===== src/rtl/soma_array.sv =====
`default_nettype none
// ============================================================================
// Module   : soma_array
// Purpose  : Time-multiplexed array of N_NEURON leaky integrate-and-fire
//            somas sharing one single-cycle arithmetic datapath. Each neuron
//            keeps its own potential, timestamps, DEACTIVE/ACTIVE/REFRACTORY
//            state and runtime-configurable threshold/leak/refractory/delay.
// Ports    : clk, rst (sync, active-low)
//            kill[N]            per-neuron force-to-DEACTIVE, level-sampled
//            cfg_*              per-neuron configuration write port
//            in_valid/in_ready  {in_id, in_weight, in_time} event input
//            out_valid/out_ready {out_id, out_time} spike output
//            o_wait / o_dead    per-neuron REFRACTORY / DEACTIVE flags
// Revision : 1.0 - initial release
// ============================================================================
module soma_array #(
  parameter int N_NEURON  = 4,
  parameter int W_V       = 16,
  parameter int W_W       = 8,
  parameter int W_T       = 8,
  parameter int DEF_V_TH  = 64,
  parameter int DEF_TAU   = 2,
  parameter int DEF_REFR  = 4,
  parameter int DEF_DELAY = 1,
  localparam int W_ID     = (N_NEURON > 1) ? $clog2(N_NEURON) : 1
) (
  input  logic                clk,
  input  logic                rst,
  input  logic [N_NEURON-1:0] kill,
  input  logic                cfg_we,
  input  logic [W_ID-1:0]     cfg_id,
  input  logic [W_V-1:0]      cfg_v_th,
  input  logic [3:0]          cfg_tau,
  input  logic [W_T-1:0]      cfg_refr,
  input  logic [W_T-1:0]      cfg_delay,
  input  logic                in_valid,
  output logic                in_ready,
  input  logic [W_ID-1:0]     in_id,
  input  logic [W_W-1:0]      in_weight,
  input  logic [W_T-1:0]      in_time,
  output logic                out_valid,
  input  logic                out_ready,
  output logic [W_ID-1:0]     out_id,
  output logic [W_T-1:0]      out_time,
  output logic [N_NEURON-1:0] o_wait,
  output logic [N_NEURON-1:0] o_dead
);

  typedef enum logic [1:0] {
    ST_DEACTIVE   = 2'd0,
    ST_ACTIVE     = 2'd1,
    ST_REFRACTORY = 2'd2
  } state_t;

  localparam logic [W_T-1:0]        c_SH_MAX = W_T'(W_V - 1);
  localparam logic signed [W_V-1:0] c_V_MAX  = {1'b0, {(W_V-1){1'b1}}};
  localparam logic signed [W_V-1:0] c_V_MIN  = {1'b1, {(W_V-1){1'b0}}};

  state_t                r_state     [N_NEURON];
  state_t                w_state_nxt [N_NEURON];
  logic signed [W_V-1:0] r_v         [N_NEURON];
  logic [W_T-1:0]        r_t_last    [N_NEURON];
  logic [W_T-1:0]        r_t_fire    [N_NEURON];
  logic signed [W_V-1:0] r_v_th      [N_NEURON];
  logic [3:0]            r_tau       [N_NEURON];
  logic [W_T-1:0]        r_refr      [N_NEURON];
  logic [W_T-1:0]        r_delay     [N_NEURON];

  logic w_in_id_ok;
  logic w_cfg_id_ok;

  // Ids can only be out of range when N_NEURON is not a power of two.
  generate
    if ((1 << W_ID) == N_NEURON) begin : g_id_full
      assign w_in_id_ok  = 1'b1;
      assign w_cfg_id_ok = 1'b1;
    end else begin : g_id_chk
      localparam logic [W_ID:0] c_N = (W_ID+1)'(N_NEURON);
      assign w_in_id_ok  = ({1'b0, in_id}  < c_N);
      assign w_cfg_id_ok = ({1'b0, cfg_id} < c_N);
    end
  endgenerate

  // Shared datapath operates on the neuron addressed by the incoming event.
  state_t                w_sel_state;
  logic signed [W_V-1:0] w_sel_v, w_sel_v_th, w_base_v, w_v_dec, w_v_new;
  logic [W_T-1:0]        w_sel_t_last, w_sel_t_fire, w_sel_refr, w_sel_delay;
  logic [3:0]            w_sel_tau;
  logic [W_T-1:0]        w_since_fire, w_base_t, w_dt, w_sh_raw, w_sh;
  logic [W_V:0]          w_sum;
  logic                  w_accept, w_hit, w_refr_done, w_integ, w_fire;

  assign w_sel_state  = r_state[in_id];
  assign w_sel_v      = r_v[in_id];
  assign w_sel_t_last = r_t_last[in_id];
  assign w_sel_t_fire = r_t_fire[in_id];
  assign w_sel_v_th   = r_v_th[in_id];
  assign w_sel_tau    = r_tau[in_id];
  assign w_sel_refr   = r_refr[in_id];
  assign w_sel_delay  = r_delay[in_id];

  assign in_ready  = !out_valid || out_ready;
  assign w_accept  = in_valid && in_ready;
  // A kill on the addressed neuron wins over the event.
  assign w_hit     = w_accept && w_in_id_ok && !kill[in_id];

  assign w_since_fire = in_time - w_sel_t_fire;
  assign w_refr_done  = (w_since_fire >= w_sel_refr);
  assign w_integ      = w_hit && ((w_sel_state == ST_ACTIVE) ||
                                  ((w_sel_state == ST_REFRACTORY) && w_refr_done));

  // Leaving REFRACTORY integrates from a zero potential, with the leak
  // interval measured from the firing time.
  assign w_base_v = (w_sel_state == ST_REFRACTORY) ? '0 : w_sel_v;
  assign w_base_t = (w_sel_state == ST_REFRACTORY) ? w_sel_t_fire : w_sel_t_last;
  assign w_dt     = in_time - w_base_t;
  assign w_sh_raw = w_dt >> w_sel_tau;
  assign w_sh     = (w_sh_raw > c_SH_MAX) ? c_SH_MAX : w_sh_raw;
  assign w_v_dec  = w_base_v >>> w_sh;

  // One guard bit detects overflow of the signed sum.
  assign w_sum   = {w_v_dec[W_V-1], w_v_dec} +
                   {{(W_V+1-W_W){in_weight[W_W-1]}}, in_weight};
  assign w_v_new = (w_sum[W_V] != w_sum[W_V-1]) ?
                   (w_sum[W_V] ? c_V_MIN : c_V_MAX) : w_sum[W_V-1:0];
  assign w_fire  = w_integ && (w_v_new >= w_sel_v_th);

  always_comb begin
    for (int i = 0; i < N_NEURON; i++) begin
      w_state_nxt[i] = r_state[i];
      if (kill[i]) begin
        w_state_nxt[i] = ST_DEACTIVE;
      end else if (w_hit && (in_id == W_ID'(i))) begin
        if (w_fire) begin
          w_state_nxt[i] = ST_REFRACTORY;
        end else if (w_integ) begin
          w_state_nxt[i] = ST_ACTIVE;
        end
      end
    end
  end

  always_ff @(posedge clk) begin
    for (int i = 0; i < N_NEURON; i++) begin
      if (!rst) begin
        r_state[i] <= ST_ACTIVE;
        o_wait[i]  <= 1'b0;
        o_dead[i]  <= 1'b0;
      end else begin
        r_state[i] <= w_state_nxt[i];
        o_wait[i]  <= (w_state_nxt[i] == ST_REFRACTORY);
        o_dead[i]  <= (w_state_nxt[i] == ST_DEACTIVE);
      end
    end
  end

  always_ff @(posedge clk) begin
    if (!rst) begin
      for (int i = 0; i < N_NEURON; i++) begin
        r_v[i]      <= '0;
        r_t_last[i] <= '0;
        r_t_fire[i] <= '0;
      end
    end else if (w_hit && (w_sel_state != ST_DEACTIVE)) begin
      r_t_last[in_id] <= in_time;
      if (w_integ) begin
        r_v[in_id] <= w_fire ? '0 : w_v_new;
        if (w_fire) begin
          r_t_fire[in_id] <= in_time;
        end
      end
    end
  end

  // Config registers are read by the datapath before this write lands.
  always_ff @(posedge clk) begin
    if (!rst) begin
      for (int i = 0; i < N_NEURON; i++) begin
        r_v_th[i]  <= W_V'(DEF_V_TH);
        r_tau[i]   <= 4'(DEF_TAU);
        r_refr[i]  <= W_T'(DEF_REFR);
        r_delay[i] <= W_T'(DEF_DELAY);
      end
    end else if (cfg_we && w_cfg_id_ok) begin
      r_v_th[cfg_id]  <= cfg_v_th;
      r_tau[cfg_id]   <= cfg_tau;
      r_refr[cfg_id]  <= cfg_refr;
      r_delay[cfg_id] <= cfg_delay;
    end
  end

  // Output register; a fire can only occur when it is free or draining.
  always_ff @(posedge clk) begin
    if (!rst) begin
      out_valid <= 1'b0;
      out_id    <= '0;
      out_time  <= '0;
    end else if (w_fire) begin
      out_valid <= 1'b1;
      out_id    <= in_id;
      out_time  <= in_time + w_sel_delay;
    end else if (out_ready) begin
      out_valid <= 1'b0;
    end
  end

endmodule
`default_nettype wire


===== config.mk =====
export PLATFORM = sky130hd
export DESIGN_NAME = soma_array
export DESIGN_NICKNAME = d
export VERILOG_FILES = /design/src/rtl/soma_array.sv
export SDC_FILE = /design/constraint.sdc
export NUM_CORES = 1
export LEC_CHECK = 0
export BUFFER_PORTS_ARGS = -buffer_cell sky130_fd_sc_hd__clkbuf_2
export CAP_MARGIN = 10
export CORE_ASPECT_RATIO = 1.1
export CORE_MARGIN = 1
export CORE_UTILIZATION = 30
export DETAILED_ROUTE_END_ITERATION = 12
export GPL_TIMING_DRIVEN = 1
export PLACE_DENSITY = 0.49
export RECOVER_POWER = 100
export SLEW_MARGIN = 10
export SYNTH_ARGS = -nofsm -noshare
export SYNTH_HDL_FRONTEND = slang
export SYNTH_SLANG_ARGS = --single-unit

===== constraint.sdc =====
create_clock -name clk -period 16.09 [get_ports clk]
set_input_delay 4.0225 -clock clk [delete_from_list [all_inputs] [get_ports clk]]
set_output_delay 4.0225 -clock clk [all_outputs]
set_load 0.01 [all_outputs]

==> results of run 1 <==
==> tightest hold or removal path, cell delays in order, from the launching register on <==
cell and delay, ns:
dfxtp_1 0.31, nand2_1 0.05, a21oi_1 0.05
==> cells by family (layout without fill, tap and decap cells) <==
kind of cell	Yosys count	in the layout	synth area share
xor gates and xnor gates	33	33	0.01874
and+or+nand+nor	490	490	0.1568
DFF	299	299	0.5368
adders and majority gates	67	67	0.05353
AOI/OAI and AO/OA	198	198	0.08268
muxes	95	95	0.1138
other	0	1	0
buffers and inverters	150	261	0.03764
==> flip-flops by register name (all words and copies together) (netlist names) <==
register	cells
r_v	64
r_v_th	64
r_delay	32
r_refr	32
r_t_fire	32
r_t_last	32
r_tau	16
out_time	8
r_state	8
o_dead	4
o_wait	4
out_id	2
out_valid	1
==> routing by layer <==
metal	wire length [um]	global-route usage
met5	27	0
met4	931	0.04613
met3	1996	0.02557
met2	21590	0.2741
met1	19750	0.2141
==> cell usage in the layout, fill, tap and decap left out, types with 32 or more instances in the layout <==
cell type / instances
and2_1: 66
edfxtp_1: 272
inv_1: 83
a21oi_1: 58
mux4_2: 71
clkbuf_1: 36
nand2_1: 83
and3_1: 46
ha_1: 63
o21ai_0: 32
clkbuf_16: 37
clkbuf_2: 61
and2_0: 45
nor2_1: 132
==> final cells by class <==
| class | count | area [sq um] | share of cell area |
|---|---|---|---|
| clock buffers | 40 | 937.1 | 0.05046 |
| clock inverters | 20 | 178.9 | 0.009634 |
| multi-input cells | 883 | 6914 | 0.3723 |
| inverters | 83 | 311.5 | 0.01677 |
| flip-flops and latches | 299 | 8708 | 0.4689 |
| well taps | 728 | 910.9 | 0.04904 |
| repair buffers | 118 | 609.3 | 0.03281 |
| diodes | 1 | 2.502 | 0.0001347 |
==> power breakdown <==
group          leakage, nW  switching (mW)  internal [mW]
logic                 3.71           0.556          0.355
registers             2.95          0.0162          0.908
clock network        0.547           0.322          0.465
==> cell usage after synthesis, drive strengths merged (18+ instances only) <==
master    n
clkbuf   49
dfxtp    27
nand2b   32
and2    113
mux4     71
edfxtp  272
a21oi    60
and3     46
inv      83
ha       63
nand2    84
xnor2    21
buf      18
nor3     24
nor2    133
a21o     19
o21ai    36
mux2i    21
==> how the worst max path moves through the flow <==
stage                   from              to  slack (ns)  cells past startpoint
finish              in_id[0]  r_t_fire[0][4]        0.99                     43
CTS                 in_id[0]  r_t_fire[0][1]        1.04                     43
detailed placement  in_id[0]  r_t_fire[0][0]        0.52                     43
global placement    in_id[0]  r_t_fire[3][2]        0.32                     41
global route        in_id[0]  r_t_fire[0][7]        0.13                     44
floorplan           in_id[0]  r_t_fire[2][0]        0.70                     53
==> through the flow <==
| step | instances | worst slack (ns) | util | total power, mW | hold WS, ns |
|---|---|---|---|---|---|
| 3_5_place_dp | 2111 | 0.5196 | 0.3275 | 1.855 | 0.4477 |
| 5_1_grt | 2171 | 0.1286 | 0.3467 | 2.767 | 0.4683 |
| 3_3_place_gp | 2110 | 0.3223 | 0.3274 | 1.855 | 0.4467 |
| 6_report | 2172 | 0.9899 | 0.3468 | 2.623 | 0.4519 |
| 2_1_floorplan | 1332 | 0.6953 | - | 1.542 | 0.4577 |
| 4_1_cts | 2171 | 1.040 | 0.3484 | 2.646 | 0.4555 |
==> impl_metrics.csv, run 1 <==
group,metric,value,unit
cts,ctsHoldBuffers,0,
floorplanning,boundaryPins,85,
synthesis,synth_nets,1464,
worst_setup_path,critical-path-top-delay-family,"compound AO/OA/AOI/OAI gates",
sta,worst_pin_slew,2.425,ns
worst_setup_path,critPathSlowestCell,"o21bai_1",
cells_and_area,fin_nets,1551,
sta,hold_viol_final,0,
worst_setup_path,arrival,15.27,ns
sta,fin_skew,0.02092,ns
worst_setup_path,path_class,"in2reg",
synthesis,synthTopCellsByArea,"edfxtp_1 50%, mux4_2 9.9%, ha_1 4.9%",
cts,cts_setup_buffers,0,
cells_and_area,nFillCells,5296,
route,drc_errors,0,
sta,fin_tns_setup,0,ns
worst_setup_path,ff2ff_path_depth,43,
floorplanning,dieArea,0.05501,sq mm
route,routedWlPerCell,20.39,um
cts,clkLatencyLatePin,0.53,ns
route,viasPerCell,4.884,
route,firstDrtPassIters,5,
cts,clk_pin_slew,0.06,ns
worst_setup_path,max_stage_delay,0.71,ns
status,status,"finished with violations",
global_routing,grtUsageTotal,0.1621,
cts,htreeDepth,2,
cts,clockBufferDepth,3,
place,dpl.hpwl,30720,um
global_routing,grt_pass1_vias,10714,
synthesis,synth-main-ff-cell,"edfxtp_1",
synthesis,yosysWarnings,0,
sta,period_needed,15.10,ns
worst_setup_path,rr_startpoint,"r_state[3][0]",
worst_setup_path,worstPathMaxFanout,19,
sta,setup_viol,0,
synthesis,netlist_area,0.01622,sq mm
worst_setup_path,reg2reg_to,"r_t_fire[0][4]",
pwr,peakVddDrop,0.06288,mV
synthesis,yosys.area.top_type,"edfxtp_1",
cts,post_cts_resized,0,
floorplanning,die_w,223.7,um
place,io_buffers,84,
cells_and_area,finalInstanceArea,0.01857,sq mm
sta,slew_viol_final,210,
worst_setup_path,startpoint_type,"input port",
worst_hold_path,hold_path_end,"out_time[4]",
cts,numCtsBuffers,34,
route,routed_wl,44290,um
cts,cts_sinks,299,
status,violations,"capacitance limit, slew limit",
global_routing,grt_pass1_wl,67250,um
pwr,powerDensity,141.2,mW/mm^2
worst_setup_path,cp-end-kind,"flop",
global_routing,grt_antenna_before_repair,3,
floorplanning,initial_core_util,0.3029,
run,cap_violations,6,
sta,period_share,0.9385,
cells_and_area,syn2layout_area_growth,14.48,%
sta,rsz0062_at_grt,"false",
worst_setup_path,cp_common_cell,"a21oi_1",
place,place.gp.congestion,0.8636,
synthesis,syn_inst,1332,
route,via_count,10608,
synthesis,async_flop_share,0,
synthesis,ys_ff_latch,299,
worst_hold_path,whs_path_depth,2,
synthesis,synth_area_per_cell,12.18,sq um
global_routing,grt_max_degree,55,
pwr,p_leak,7.212,nW
worst_setup_path,r2r_setup_slack,4.51,ns
floorplanning,core_area,0.05356,sq mm
cts,root_buffer,"clkbuf_16",
worst_setup_path,cp.required,16.26,ns
synthesis,ys_types,74,
sta,slew-limit-headroom,-0.6166,
worst_setup_path,path_buf_inv,4,
global_routing,globalRoute.totalOverflow,0,
floorplanning,placementRows,89,
route,drtAntennaViolNets,0,
cts,tritoncts,"done",
synthesis,synth_top_area_frac,0.5035,
place,placed_area,0.01754,sq mm
worst_hold_path,min-delay-start,"out_time[4]",
cells_and_area,drive_above_1_share,0.1642,
synthesis,yosysSeqAreaShare,0.5368,
sta,fmax,0.06622,GHz
synthesis,synth_edf_count,272,
floorplanning,die_h,245.9,um
worst_hold_path,holdCritPathClass,"reg2reg",
route,drtIter0Drc,769,
(Power assumes the default switching activity.)
==> inputs of run 2 (changes only) <==
--- a/config.mk
+++ b/config.mk
@@ -5,6 +5,7 @@
 export SDC_FILE = /design/constraint.sdc
 export NUM_CORES = 1
 export LEC_CHECK = 0
+export ABC_AREA = 1
 export BUFFER_PORTS_ARGS = -buffer_cell sky130_fd_sc_hd__clkbuf_2
 export CAP_MARGIN = 10
 export CORE_ASPECT_RATIO = 1.1
==> impl_metrics.csv, run 2 <==
group,metric,value,unit
cells_and_area,drive_above_1_share,0.07932,
cts,post_cts_resized,0,
cells_and_area,reg_top3,"r_v x64, r_v_th x64",
worst_setup_path,cp_common_cell,"nand2_1",
floorplanning,placementRows,87,
floorplanning,initial_core_util,0.3056,
cts,tritoncts,"done",
cells_and_area,fin_nets,1872,
worst_setup_path,cp-startpoint,"in_id[0]",
global_routing,grt_pass1_vias,11980,
sta,worst_pin_slew,3.298,ns
cells_and_area,diodes,0,
global_routing,grt_pass1_wl,70880,um
global_routing,grtUsageTotal,0.1743,
worst_setup_path,cp-end-kind,"flop",
worst_setup_path,path_class,"in2reg",
run,cap_violations,8,
place,dpl.hpwl,31570,um
cts,clk_pin_slew,0.06,ns
cells_and_area,syn2layout_area_growth,13.38,%
worst_setup_path,rr_startpoint,"r_state[1][1]",
cts,clockBufferDepth,3,
global_routing,grt_antenna_before_repair,0,
route,drtAntennaViolNets,0,
worst_setup_path,endpoint,"r_v[0][4]",
sta,fin_skew,0.02208,ns
worst_setup_path,reg2reg_to,"r_v[0][4]",
synthesis,syn_inst,1672,
floorplanning,core_area,0.05149,sq mm
worst_setup_path,cp.required,16.46,ns
cells_and_area,final_cell_mix,"308 x nand2_1, 272 x edfxtp_1, 244 x nor2_1, 173 x inv_1, 118 x nand3_1",
floorplanning,boundaryPins,85,
synthesis,async_flop_share,0,
status,violations,"DRC, capacitance limit, slew limit",
synthesis,yosysSeqAreaShare,0.5535,
sta,setup_viol,0,
cts,numCtsBuffers,34,
synthesis,yosysWarnings,0,
pwr,peakVddDrop,0.06620,mV
sta,slew-limit-headroom,-1.199,
worst_setup_path,r2r_setup_slack,5.36,ns
route,routed_wl,46170,um
pwr,p_leak,7.317,nW
worst_setup_path,arrival,14.98,ns
worst_hold_path,holdCritPathClass,"reg2reg",
synthesis,yosys.area.top_type,"edfxtp_1",
synthesis,ys_ff_latch,299,
route,viasPerCell,5.006,
synthesis,synth_area_per_cell,9.410,sq um
global_routing,grt_max_degree,70,
cts,clkLatencyLatePin,0.53,ns
floorplanning,die_w,220.4,um
worst_setup_path,max_stage_delay,0.63,ns
synthesis,synth_nets,1804,
synthesis,synth-main-ff-cell,"edfxtp_1",
route,drtIter0Drc,859,
cts,root_buffer,"clkbuf_16",
sta,period_needed,14.61,ns
sta,period_share,0.9079,
place,place.gp.congestion,0.8860,
synthesis,post-synth-top-count-cell,"nand2_1",
sta,rsz0062_at_grt,"false",
pwr,report.power.total,2.477,mW
cts,cts_setup_buffers,0,
sta,fin_tns_setup,0,ns
synthesis,synth_common_cells,"308 x nand2_1, 272 x edfxtp_1, 244 x nor2_1, 173 x inv_1, 118 x nand3_1",
global_routing,globalRoute.totalOverflow,0,
synthesis,ys_types,51,
synthesis,netlist_area,0.01573,sq mm
route,drc_errors,3,
synthesis,synthTopCellsByArea,"edfxtp_1 52%, nand2_1 7.3%, nor2_1 5.8%",
worst_setup_path,critPathSlowestCell,"clkinv_1",
cts,ctsHoldBuffers,0,
synthesis,synth_top_area_frac,0.5191,
cells_and_area,final_common_cell,"nand2_1",
route,via_count,12175,
floorplanning,die_h,242.2,um
cts,htreeDepth,2,
route,routedWlPerCell,18.98,um
pwr,powerDensity,138.9,mW/mm^2
worst_setup_path,startpoint_type,"input port",
worst_setup_path,worstPathMaxFanout,26,
route,firstDrtPassIters,11,
sta,fmax,0.06846,GHz
sta,slew_viol_final,287,
cts,cts_sinks,299,
worst_setup_path,ff2ff_path_depth,52,
floorplanning,dieArea,0.05337,sq mm
status,status,"finished with violations",
synthesis,synth_edf_count,272,
place,io_buffers,84,
sta,hold_viol_final,0,
-- run 2: cell count changes after synthesis, moves of 21 or more --
cell      previous run  this run
nand2_1             83       308
nor2_1             132       244
and2_1             111         2
nand3_1             15       118
inv_1               83       173
mux4_2              71         0
and3_1              46         0
a22oi_1              2        41
nor3_1              23        62
nand2b_1            31         0
mux2i_1             21         0
-- run 2: where the power goes --
group	internal, mW	switching (mW)
clock	0.450	0.311
combinational	0.251	0.534
sequential	0.912	0.0199
total	1.61	0.865
-- run 2: per-layer routing --
| layer | vias to the layer above | GRT usage | routed length, um |
|---|---|---|---|
| met4 | 0 | 0.05335 | 1179 |
| li1 | 5936 | - | - |
| met1 | 5919 | 0.2330 | 20750 |
| met2 | 262 | 0.2928 | 22580 |
| met5 | - | 0 | 0 |
| met3 | 58 | 0.01933 | 1661 |
-- run 2: final cells by class --
cell class | instances | area [sq um]
fillers | 5290 | 33650
flip-flops and latches | 299 | 8708
multi-input cells | 1117 | 6017
clock buffers | 52 | 1013
well taps | 667 | 834.6
inverters | 183 | 686.9
repair buffers | 105 | 514.2
clock inverters | 9 | 63.81
-- run 2: cell families (layout without fill, tap and decap cells) --
family	after synthesis	after routing	share of synthesized area
and+or+nand+nor	760	760	0.2018
xor gates and xnor gates	26	26	0.01447
DFF	299	299	0.5535
adders and majority gates	67	67	0.05519
AOI/OAI and AO/OA	264	264	0.1110
buffers and inverters	256	349	0.06402
-- run 2: critical path: cells and delay by family --
family                   cells  cell delay [ns]
buffers and inverters       13             2.80
AO/OA/AOI/OAI               12             2.87
XOR/XNOR                     1             0.15
adder cells (fa/ha/maj)      5             1.44
AND/OR/NAND/NOR             23             3.62
-- run 2: stage by stage --
step                      worst slack, ns    util  instance area, sq um  hold slack [ns]  cells
after floorplan                     3.945       -                 15730           0.5107   1672
after global placement              1.734  0.3273                 16850           0.4917   2371
after detailed placement            1.391  0.3273                 16850           0.4963   2371
after CTS                           1.919  0.3482                 17930           0.5065   2432
after global routing               0.4004  0.3465                 17840           0.5438   2432
final                               1.482  0.3465                 17840           0.4974   2432
-- run 2: worst min path at each step --
| stage | startpoint | end | slack [ns] | depth (start not counted) |
|---|---|---|---|---|
| 2_1_floorplan | out_time[0] | out_time[0] | 0.51 | 2 |
| 3_3_place_gp | out_time[0] | out_time[0] | 0.49 | 2 |
| 3_5_place_dp | out_time[0] | out_time[0] | 0.50 | 2 |
| 4_1_cts | out_time[0] | out_time[0] | 0.51 | 2 |
| 5_1_grt | out_time[0] | out_time[0] | 0.54 | 2 |
| 6_report | out_time[0] | out_time[0] | 0.50 | 2 |
